### config.mk
export PLATFORM = sky130hd
export DESIGN_NAME = serial_subtractor_8bit
export DESIGN_NICKNAME = d
export VERILOG_FILES = /design/src/rtl/serial_subtractor_8bit.sv
export SDC_FILE = /design/constraint.sdc
export NUM_CORES = 1
export LEC_CHECK = 0
export CORE_ASPECT_RATIO = 1.5
export CORE_MARGIN = 2
export CORE_UTILIZATION = 25
export DETAILED_ROUTE_END_ITERATION = 10
export HOLD_SLACK_MARGIN = 0.1
export PLACE_DENSITY_LB_ADDON = 0.05
export SYNTH_ARGS = -nofsm -noshare
export SYNTH_HDL_FRONTEND = slang
export SYNTH_SLANG_ARGS = --single-unit
### constraint.sdc
create_clock -name Clock -period 1.35 [get_ports Clock]
set_input_delay 0.27 -clock Clock [delete_from_list [all_inputs] [get_ports Clock]]
set_output_delay 0.27 -clock Clock [all_outputs]
set_load 0.03 [all_outputs]
### src/rtl/serial_subtractor_8bit.sv
// rtl/serial_subtractor_8bit.sv - bit-serial ripple-borrow subtractor, LSB first, Start/Busy/Done handshake
module serial_subtractor_8bit #(
    parameter int WIDTH = 8
) (
    input  logic             Clock,
    input  logic             Reset_n,
    input  logic             Start,
    input  logic [WIDTH-1:0] A,
    input  logic [WIDTH-1:0] B,
    input  logic             B_in,
    output logic             Busy,
    output logic             Done,
    output logic [WIDTH-1:0] DIFF,
    output logic             B_out
);
    localparam int CW = (WIDTH > 2) ? $clog2(WIDTH) : 1;
    localparam logic [CW-1:0] LAST = CW'(WIDTH - 1);

    typedef enum logic {IDLE, RUN} state_t;

    state_t           state_q, state_d;
    logic [WIDTH-1:0] reg_a, reg_b, res_q, res_next;
    logic [CW-1:0]    cnt_q;
    logic             borrow_q, bit_d, borrow_d;
    logic             accept, last_bit;

    always_comb begin
        state_d  = state_q;
        accept   = 1'b0;
        last_bit = 1'b0;
        bit_d    = reg_a[0] ^ reg_b[0] ^ borrow_q;
        borrow_d = (~reg_a[0] & reg_b[0]) | (~(reg_a[0] ^ reg_b[0]) & borrow_q);
        res_next = {bit_d, res_q[WIDTH-1:1]};
        case (state_q)
            IDLE: begin
                if (Start) begin
                    accept  = 1'b1;
                    state_d = RUN;
                end
            end
            RUN: begin
                if (cnt_q == LAST) begin
                    last_bit = 1'b1;
                    state_d  = IDLE;
                end
            end
            default: state_d = IDLE;
        endcase
    end

    always_ff @(posedge Clock or negedge Reset_n) begin
        if (!Reset_n) begin
            state_q <= IDLE;
        end else begin
            state_q <= state_d;
        end
    end

    // Partial results live only in res_q; DIFF is loaded once per completion.
    always_ff @(posedge Clock or negedge Reset_n) begin
        if (!Reset_n) begin
            reg_a    <= '0;
            reg_b    <= '0;
            res_q    <= '0;
            borrow_q <= 1'b0;
            cnt_q    <= '0;
            Done     <= 1'b0;
            DIFF     <= '0;
            B_out    <= 1'b0;
        end else begin
            Done <= last_bit;
            if (accept) begin
                reg_a    <= A;
                reg_b    <= B;
                borrow_q <= B_in;
                cnt_q    <= '0;
            end else if (state_q == RUN) begin
                reg_a    <= reg_a >> 1;
                reg_b    <= reg_b >> 1;
                res_q    <= res_next;
                borrow_q <= borrow_d;
                cnt_q    <= cnt_q + CW'(1);
            end
            if (last_bit) begin
                DIFF  <= res_next;
                B_out <= borrow_d;
            end
        end
    end

    assign Busy = (state_q == RUN);

endmodule

After elaboration in Yosys (flattened, before gate mapping)
Cells that the tools add are included.
{"block": "totals", "output_inout_bits": 11, "regBits": 39, "word_cells": 36, "input_bits": 20}
{"block": "op_classes", "n_bitwise": 9, "n_eq_ne": 1, "reduce_logical": 2, "n_mux": 14, "n_addsub": 1}
{"operator": "8-bit 2-to-1 mux", "n": 4}
{"operator": "1-bit 2-to-1 mux", "n": 7}
{"operator": "3-bit 2-to-1 mux", "n": 2}
{"operator": "1-bit NOT", "n": 4}
{"operator": "3-bit by 1-bit adder with 3-bit output, second input constant", "n": 1}
{"operator": "3-bit equality test, second input constant", "n": 1}
{"operator": "1-bit AND", "n": 2}
{"operator": "1-bit case mux with 2 select lines", "n": 1}
{"operator": "2-bit AND reduction", "n": 1}
{"operator": "2-bit nonzero test", "n": 1}
{"operator": "1-bit bitwise XOR", "n": 2}
{"operator": "1-bit bitwise OR", "n": 1}

Depth between registers and ports, before layout
{"block": "logic_depth", "depth_word": 6, "ltp_mapped": 4, "ltp_nobuf": 4}

Worst setup path after synthesis
Ideal clock, no wire load.
{"block": "synth_timing", "path_kind": "register to register", "startpoint": "register cnt_q[0]", "endpoint": "register DIFF[0]", "arrival_ns": 1.221, "n_path_buf": 0, "required_ns": 1.225, "setup_slack_ns": 0.004, "synth_period_minus_slack_ns": 1.346, "path_stages_with_launch": 5, "setup_time_ns": 0.125, "cell_sequence": "dfrtp_1 -> ha_1 -> ha_1 -> nand2_4 -> mux2_4"}
{"block": "synth_between", "elab_chain_cells": 3}
{"item": "start, declared", "line_no": "23", "rtl": "logic [CW-1:0] cnt_q;"}
{"item": "start signal, assigned", "line_no": "82", "rtl": "cnt_q <= cnt_q + CW'(1);"}
{"item": "3-bit equality test", "line_no": "42", "rtl": "if (cnt_q == LAST) begin"}
{"item": "1-bit 2-to-1 mux", "line_no": "42"}
{"item": "1-bit 2-to-1 mux", "line_no": "34", "rtl": "case (state_q)"}
{"item": "end signal, assigned", "line_no": "85", "rtl": "DIFF <= res_next;"}
{"item": "end, declared", "line_no": "13", "rtl": "output logic [WIDTH-1:0] DIFF,"}
No other way between the ends.
A chain may end at the register's enable or synchronous reset.

Final worst setup path
Ends and elaborated chain as after synthesis.

==> results.md <==
- Netlist cell types: 17
- Crit share post-route: a little over nine tenths
- CORE AREA: around 6500 sq um
- Worst Tran Pin Value: 417.8 ps
- Share of cells above drive strength 1: between 20% and 30%
- Synthesized cell area: 1675 sq um
- Setup ws final: between 40 and 50 ps
- Clk buf depth: 2
- Initial Util: ~26%
- First-pass GRT wire length: 5430 um
- Worst-path cell chain: ha_2, ha_4, nand2_8, mux2_4
- RSZ-0062 raised after global routing: no
- Fin. max-slew vios: 0
- Final setup viols: 0
- ANT nets after route: 0
- Fillers: roughly 670
- Final cell count without fillers: 240
- Post-Place Setup Slack: -105.8 ps
- Vias/cell: between 4 and 5
- Io pins: 31
- Crit path largest cell delay: ~390 ps
- Sequential share of the synthesized area: approximately 57%
- # clock sinks: 38
- Top cells by area, synth: dfrtp_1 57%, mux2i_1 12%, mux2_4 12%
- Placed cells: about 230
- Outcome: finished clean
- Die Y: about 100 um
- Post-Syn Nets: about 150
- Total net switching power: between 1.5 and 2 mW
- Via count: between 1,000 and 1,500
- Die W: roughly 71 um
- Routed WL: around 3200 um
- Setup crit end kind: register
- ANT cells: 0
- Pwr dens: roughly 2300 nW/um^2
- Max_cap viols: 0
- Cell-internal power: around 3.4 mW
- Drt drc: 0
- Clock Latency Late Sink: around 280 ps
- Synth-to-Final Area Change: 33.68%
- Clock Skew: 6.815 ps
- Clk root buf: clkbuf_8
- Most common cell after layout, fill and taps aside: dfrtp_1
- Nets@finish: approximately 190
- Most frequent cells in the layout: 37 x dfrtp_1, 20 x mux2i_1, 18 x clkdlybuf4s50_1
- Synthesis warning total: 0
- Avg Cell Area, Syn: between 10 and 15 sq um
- Hold_ws: roughly 450 ps
- Remaining Overflow, GRT: 0
- WL/cell: 13.13 um
- Sequential fraction of design power: a little under two fifths
- Cell taking the most area after synthesis: dfrtp_1
- Final Hold Violating Endpoints: 0
- Cells after synthesis: 123
- Worst min path class: in2async
- Clk pwr share: roughly 18%
- Initial antenna violation count: 0
- CTS tree: yes
- Critical path type: reg2reg
- Reg clk slew, reported paths: ~70 ps
- Sw frac: roughly a third
- Largest net degree at the start of global routing: 32
- Synth top area share: between 50% and 60%
- CTS Buf Count: 5
- Total Routing Usage GR: under 10%
- Leakage: 1.074 nW
- Max Clk Rate: 766.2 MHz
- Crit path buf inv count: 0
- 1st-pass router iterations: 4
- Max VDD drop: 582.2 uV
- H-tree levels: 2
- Iteration-0 DRC Markers: 28
- Number of core rows: 36
- Comb power frac: between 40% and 50%
- Dpl hpwl: 2176 um
- CP required: roughly 1500 ps
- Yosys reg bits: 38
- Worst slew margin: around 70%
- Number of global-route vias before repair: ~1,100
- Port bufs: 30
- CP max stage cell: dfrtp_1
- Min Tclk post-route: about 1300 ps
- CP top delay family: adder cells
- GPL Wtd Cong: approximately 0.69
- Final instance area: between 2000 and 2500 sq um
- Crit path max fanout: 5
- Placed cell area: ~2100 sq um
- CP startpoint kind: register
- Area of the die: 7386 sq um
- Arrival time worst endpoint: around 1500 ps
-- cell families (layout without fill, tap and decap cells) --
family	count (synthesis)	count (layout)	synth area share, %
flops	38	38	56.76
mux	36	36	25.62
buf+inv	12	52	5.228
fa+ha+maj	3	3	2.688
simple gates	18	19	4.481
compound gates	16	16	5.228
-- power by group through the flow --
stage          clock, mW  combinational (mW)  sequential (mW)
2_1_floorplan          0                1.28             2.23
3_3_place_gp           0                2.18             1.99
3_5_place_dp           0                2.20             2.00
4_1_cts            0.987                2.28             1.96
5_1_grt             1.05                2.47             2.03
6_report           0.938                2.27             1.96
-- flip-flops by register name (all words and copies together), names as in the netlist --
name / flops
DIFF: 8
reg_a: 8
reg_b: 8
res_q: 7
cnt_q: 3
B_out: 1
Busy: 1
Done: 1
borrow_q: 1
-- metal layers --
| layer | part of all wire, % | GRT usage [%] | wire length (um) |
|---|---|---|---|
| met5 | 0 | 0 | 0 |
| met3 | 4.7 | 3.004 | 148 |
| met4 | 2.3 | 4.447 | 74 |
| met2 | 53 | 16.22 | 1668 |
| met1 | 40 | 10.26 | 1259 |
-- cell usage after synthesis --
cell and number:
buf_6 3, o21ai_0 8, buf_12 1, dfrtp_1 38, buf_2 2, o21ai_1 6
mux2_2 3, nand2_4 1, nand2_1 14, mux2i_1 20, clkbuf_2 1, mux2_4 13
nor2_1 3, inv_1 5, fa_1 1, ha_1 2, a22o_1 2
-- worst register-to-register path, delay by kind of cell, from the launching register on --
kind          cells  cell delay, ps
flops             1             390
fa+ha+maj         2             400
simple gates      1             100
mux               1             300
-- metrics by stage --
| step | TNS, ps | util (%) | power, mW |
|---|---|---|---|
| global placement | -966.1 | 32.02 | 4.166 |
| finish | 0 | 34.53 | 5.161 |
| global route | 0 | 34.53 | 5.551 |
| detailed placement | -1434 | 32.02 | 4.207 |
| floorplan | 0 | - | 3.506 |
| CTS | -19.76 | 34.32 | 5.228 |
-- area by class of cell --
type                            count  area [sq um]  share of cell area (%)
Clock inverter                      1         30.03                   1.341
Multi-Input combinational cell     74         680.7                   30.39
Timing Repair Buffer               39         386.6                   17.26
Clock buffer                        7         76.32                   3.408
Sequential cell                    38         952.2                   42.51
Tap cell                           76         95.09                   4.246
Inverter                            5         18.77                  0.8380
-- worst paths after layout --
path | from | to | slack (ps) | cells after the start
max reg2reg | cnt_q[0] | DIFF[0] | 40 | 4
min | Reset_n | Done | 450 | 2
min reg2reg | reg_b[1] | reg_b[0] | 480 | 2
max in group asynchronous | Reset_n | Busy | 430 | 3
max | cnt_q[0] | DIFF[0] | 40 | 4
min in group Clock | reg_b[1] | reg_b[0] | 480 | 2
-- what timing repair did --
item,4_1_cts,5_1_grt
gates resized for setup,12,9
hold buffers,1,0
setup buffers,1,0
gates cloned,1,0
setup endpoints to repair,17,15
endpoints found under the hold margin,14,0
Power figures use the tool's default switching activity.
==> patch, RTL diff (same settings) <==
Add an input register stage for `B`, cleared by the reset; this delays it by one clock. The other inputs are not delayed to match.
--- a/src/rtl/serial_subtractor_8bit.sv
+++ b/src/rtl/serial_subtractor_8bit.sv
@@ -17,6 +17,16 @@
     localparam logic [CW-1:0] LAST = CW'(WIDTH - 1);
 
     typedef enum logic {IDLE, RUN} state_t;
+
+    logic [WIDTH-1:0] B_q;
+
+    always_ff @(posedge Clock or negedge Reset_n) begin
+        if (!Reset_n) begin
+            B_q <= '0;
+        end else begin
+            B_q <= B;
+        end
+    end
 
     state_t           state_q, state_d;
     logic [WIDTH-1:0] reg_a, reg_b, res_q, res_next;
@@ -71,7 +81,7 @@
             Done <= last_bit;
             if (accept) begin
                 reg_a    <= A;
-                reg_b    <= B;
+                reg_b    <= B_q;
                 borrow_q <= B_in;
                 cnt_q    <= '0;
             end else if (state_q == RUN) begin
Behaviour: not the same (Yosys sat finds a counterexample within 10 cycles, from zero or initial values and one cycle with Reset_n low).
==> patch against the unedited design <==
  * Cell area grew 10%
  * Non-clock buffer count grew 1
  * Setup slack gained 0.0028 ns
  * Synthesized area grew 11%
  * Via count grew 7.5%
  * Power grew 2.6%
  * Worst hold slack lost 0.040 ns
  * Wire length grew 5.1%
  * First-iteration DRC count shrank 25%
  * Sequential cell count grew 8
==> patch: results (changes against the unedited design) <==
synthesis:
  syn_inst: 130  # +5.7%
  yosysUniqueCellTypes: 18  # +1
  ys_top_cells_by_area: "dfrtp_1 62%, mux2_4 10%, mux2i_1 10%"
  syn-num-nets: 153  # +4.8%
  ys_top_cells_by_count: "46 x dfrtp_1, 19 x mux2i_1, 14 x nand2_1"
  ys_seq_area_frac: 0.617  # +0.0490
detailed_routing:
  met2RoutedLength_mm: 1.74  # +4.4%
  routed-wl-met3_um: 122  # -18%
  wirelength_mm: 3.31  # +5.1%
  viasPerCell: 4.05  # -5.1%
  met1Wirelength_mm: 1.38  # +9.8%
  drtIter0Drc: 21  # -25%
  wl_per_cell_um: 12.2  # -7.2%
critical_path:
  worst_r2r_endpoint: "DIFF[1]"
grt:
  grt_pass1_vias: 1185  # +6.2%
  grt_pass1_wl_mm: 5.64  # +3.9%
  grt_usage: 0.0910  # -0.00316
job:
  maxCapViolCount: 0  # unchanged
final_layout:
  final_nets: 194  # +4.3%
  layout-drive-gt1-share: 0.233  # -0.0174
place:
  hpwlAfterDp_mm: 2.16  # -0.90%
  place_inst: 259  # +13%
min_path:
  hp-class: "primary input to register"
clock_tree:
  htree_levels: 2  # unchanged
  clock_path_buffers: 2  # unchanged
run_status:
  outcome: "complete, no violations"
timing:
  fin_worst_skew_ns: 0.0114  # +0.00456 ns
  hold_slack_ns: 0.407  # -0.0402 ns
  relSlewSlack: 0.800  # +0.0784
pwr:
  p_leak_uw: 0.00116  # +8.1%
  peakVddDrop_mv: 0.685  # +18%
[patch: changes by cell type after synthesis, sizes merged]
cell | unedited run | this run
dfrtp | 38 | 46
a21oi | 0 | 1
inv | 5 | 4
mux2i | 20 | 19
[patch: per-stage QoR]
stage | util | instance area [um2] | worst slack [ns]
CTS | 0.337 | 2430 | -0.0130
global placement | 0.319 | 2310 | -0.114
detailed placement | 0.319 | 2310 | -0.129
floorplan | - | 1870 | 0.00340
finish | 0.341 | 2470 | 0.0477
global route | 0.341 | 2470 | 0.00177
[patch: area by class of cell]
| class | instances | area (um2) |
|---|---|---|
| well taps | 100 | 125 |
| flip-flops and latches | 46 | 1150 |
| multi-input cells | 74 | 667 |
| fillers | 754 | 4760 |
| clock inverters | 1 | 5.00 |
| repair buffers | 40 | 415 |
| inverters | 4 | 15.0 |
| clock buffers | 7 | 86.3 |
[patch: logic make-up after synthesis]
logic type                 count (synthesis)  synth area share
adders and majority gates                  3            0.0241
buffers and inverters                     11            0.0449
and+or+nand+nor                           18            0.0402
AOI/OAI and AO/OA                         17            0.0496
muxes                                     35             0.225
DFF                                       46             0.617
[patch: worst max path at each step]
stage              from       end  slack, ns  depth (start not counted)
6_report       cnt_q[0]   DIFF[1]       0.05                          4
5_1_grt         DIFF[4]   DIFF[4]      0.002                          1
4_1_cts        cnt_q[0]   DIFF[1]      -0.01                          4
3_5_place_dp      Start  cnt_q[0]      -0.13                          4
3_3_place_gp      Start  cnt_q[0]      -0.11                          4
2_1_floorplan  cnt_q[0]   DIFF[0]      0.003                          4
[patch: critical path, delay by kind of cell, from the launching register on]
| kind | cells | cell delay (ns) |
|---|---|---|
| flops | 1 | 0.40 |
| fa+ha+maj | 2 | 0.39 |
| mux | 1 | 0.30 |
| simple gates | 1 | 0.11 |
[patch: routing by layer]
metal / up-vias / GRT usage
li1: 526 / -
met2: 23 / 0.161
met5: - / 0
met1: 547 / 0.0999
met4: 0 / 0.0383
met3: 5 / 0.0257
[patch: repair_timing]
item,4_1_cts,5_1_grt
setup endpoints to repair,19,16
hold buffers,1,0
buffers inserted,2,1
gates resized for setup,12,10
endpoints found under the hold margin,46,0
cloned,1,0
pin swaps,1,0
[patch: power breakdown]
part	internal [uW]	switching, uW
sequential	1900	304
combinational	1210	1030
clock	413	441
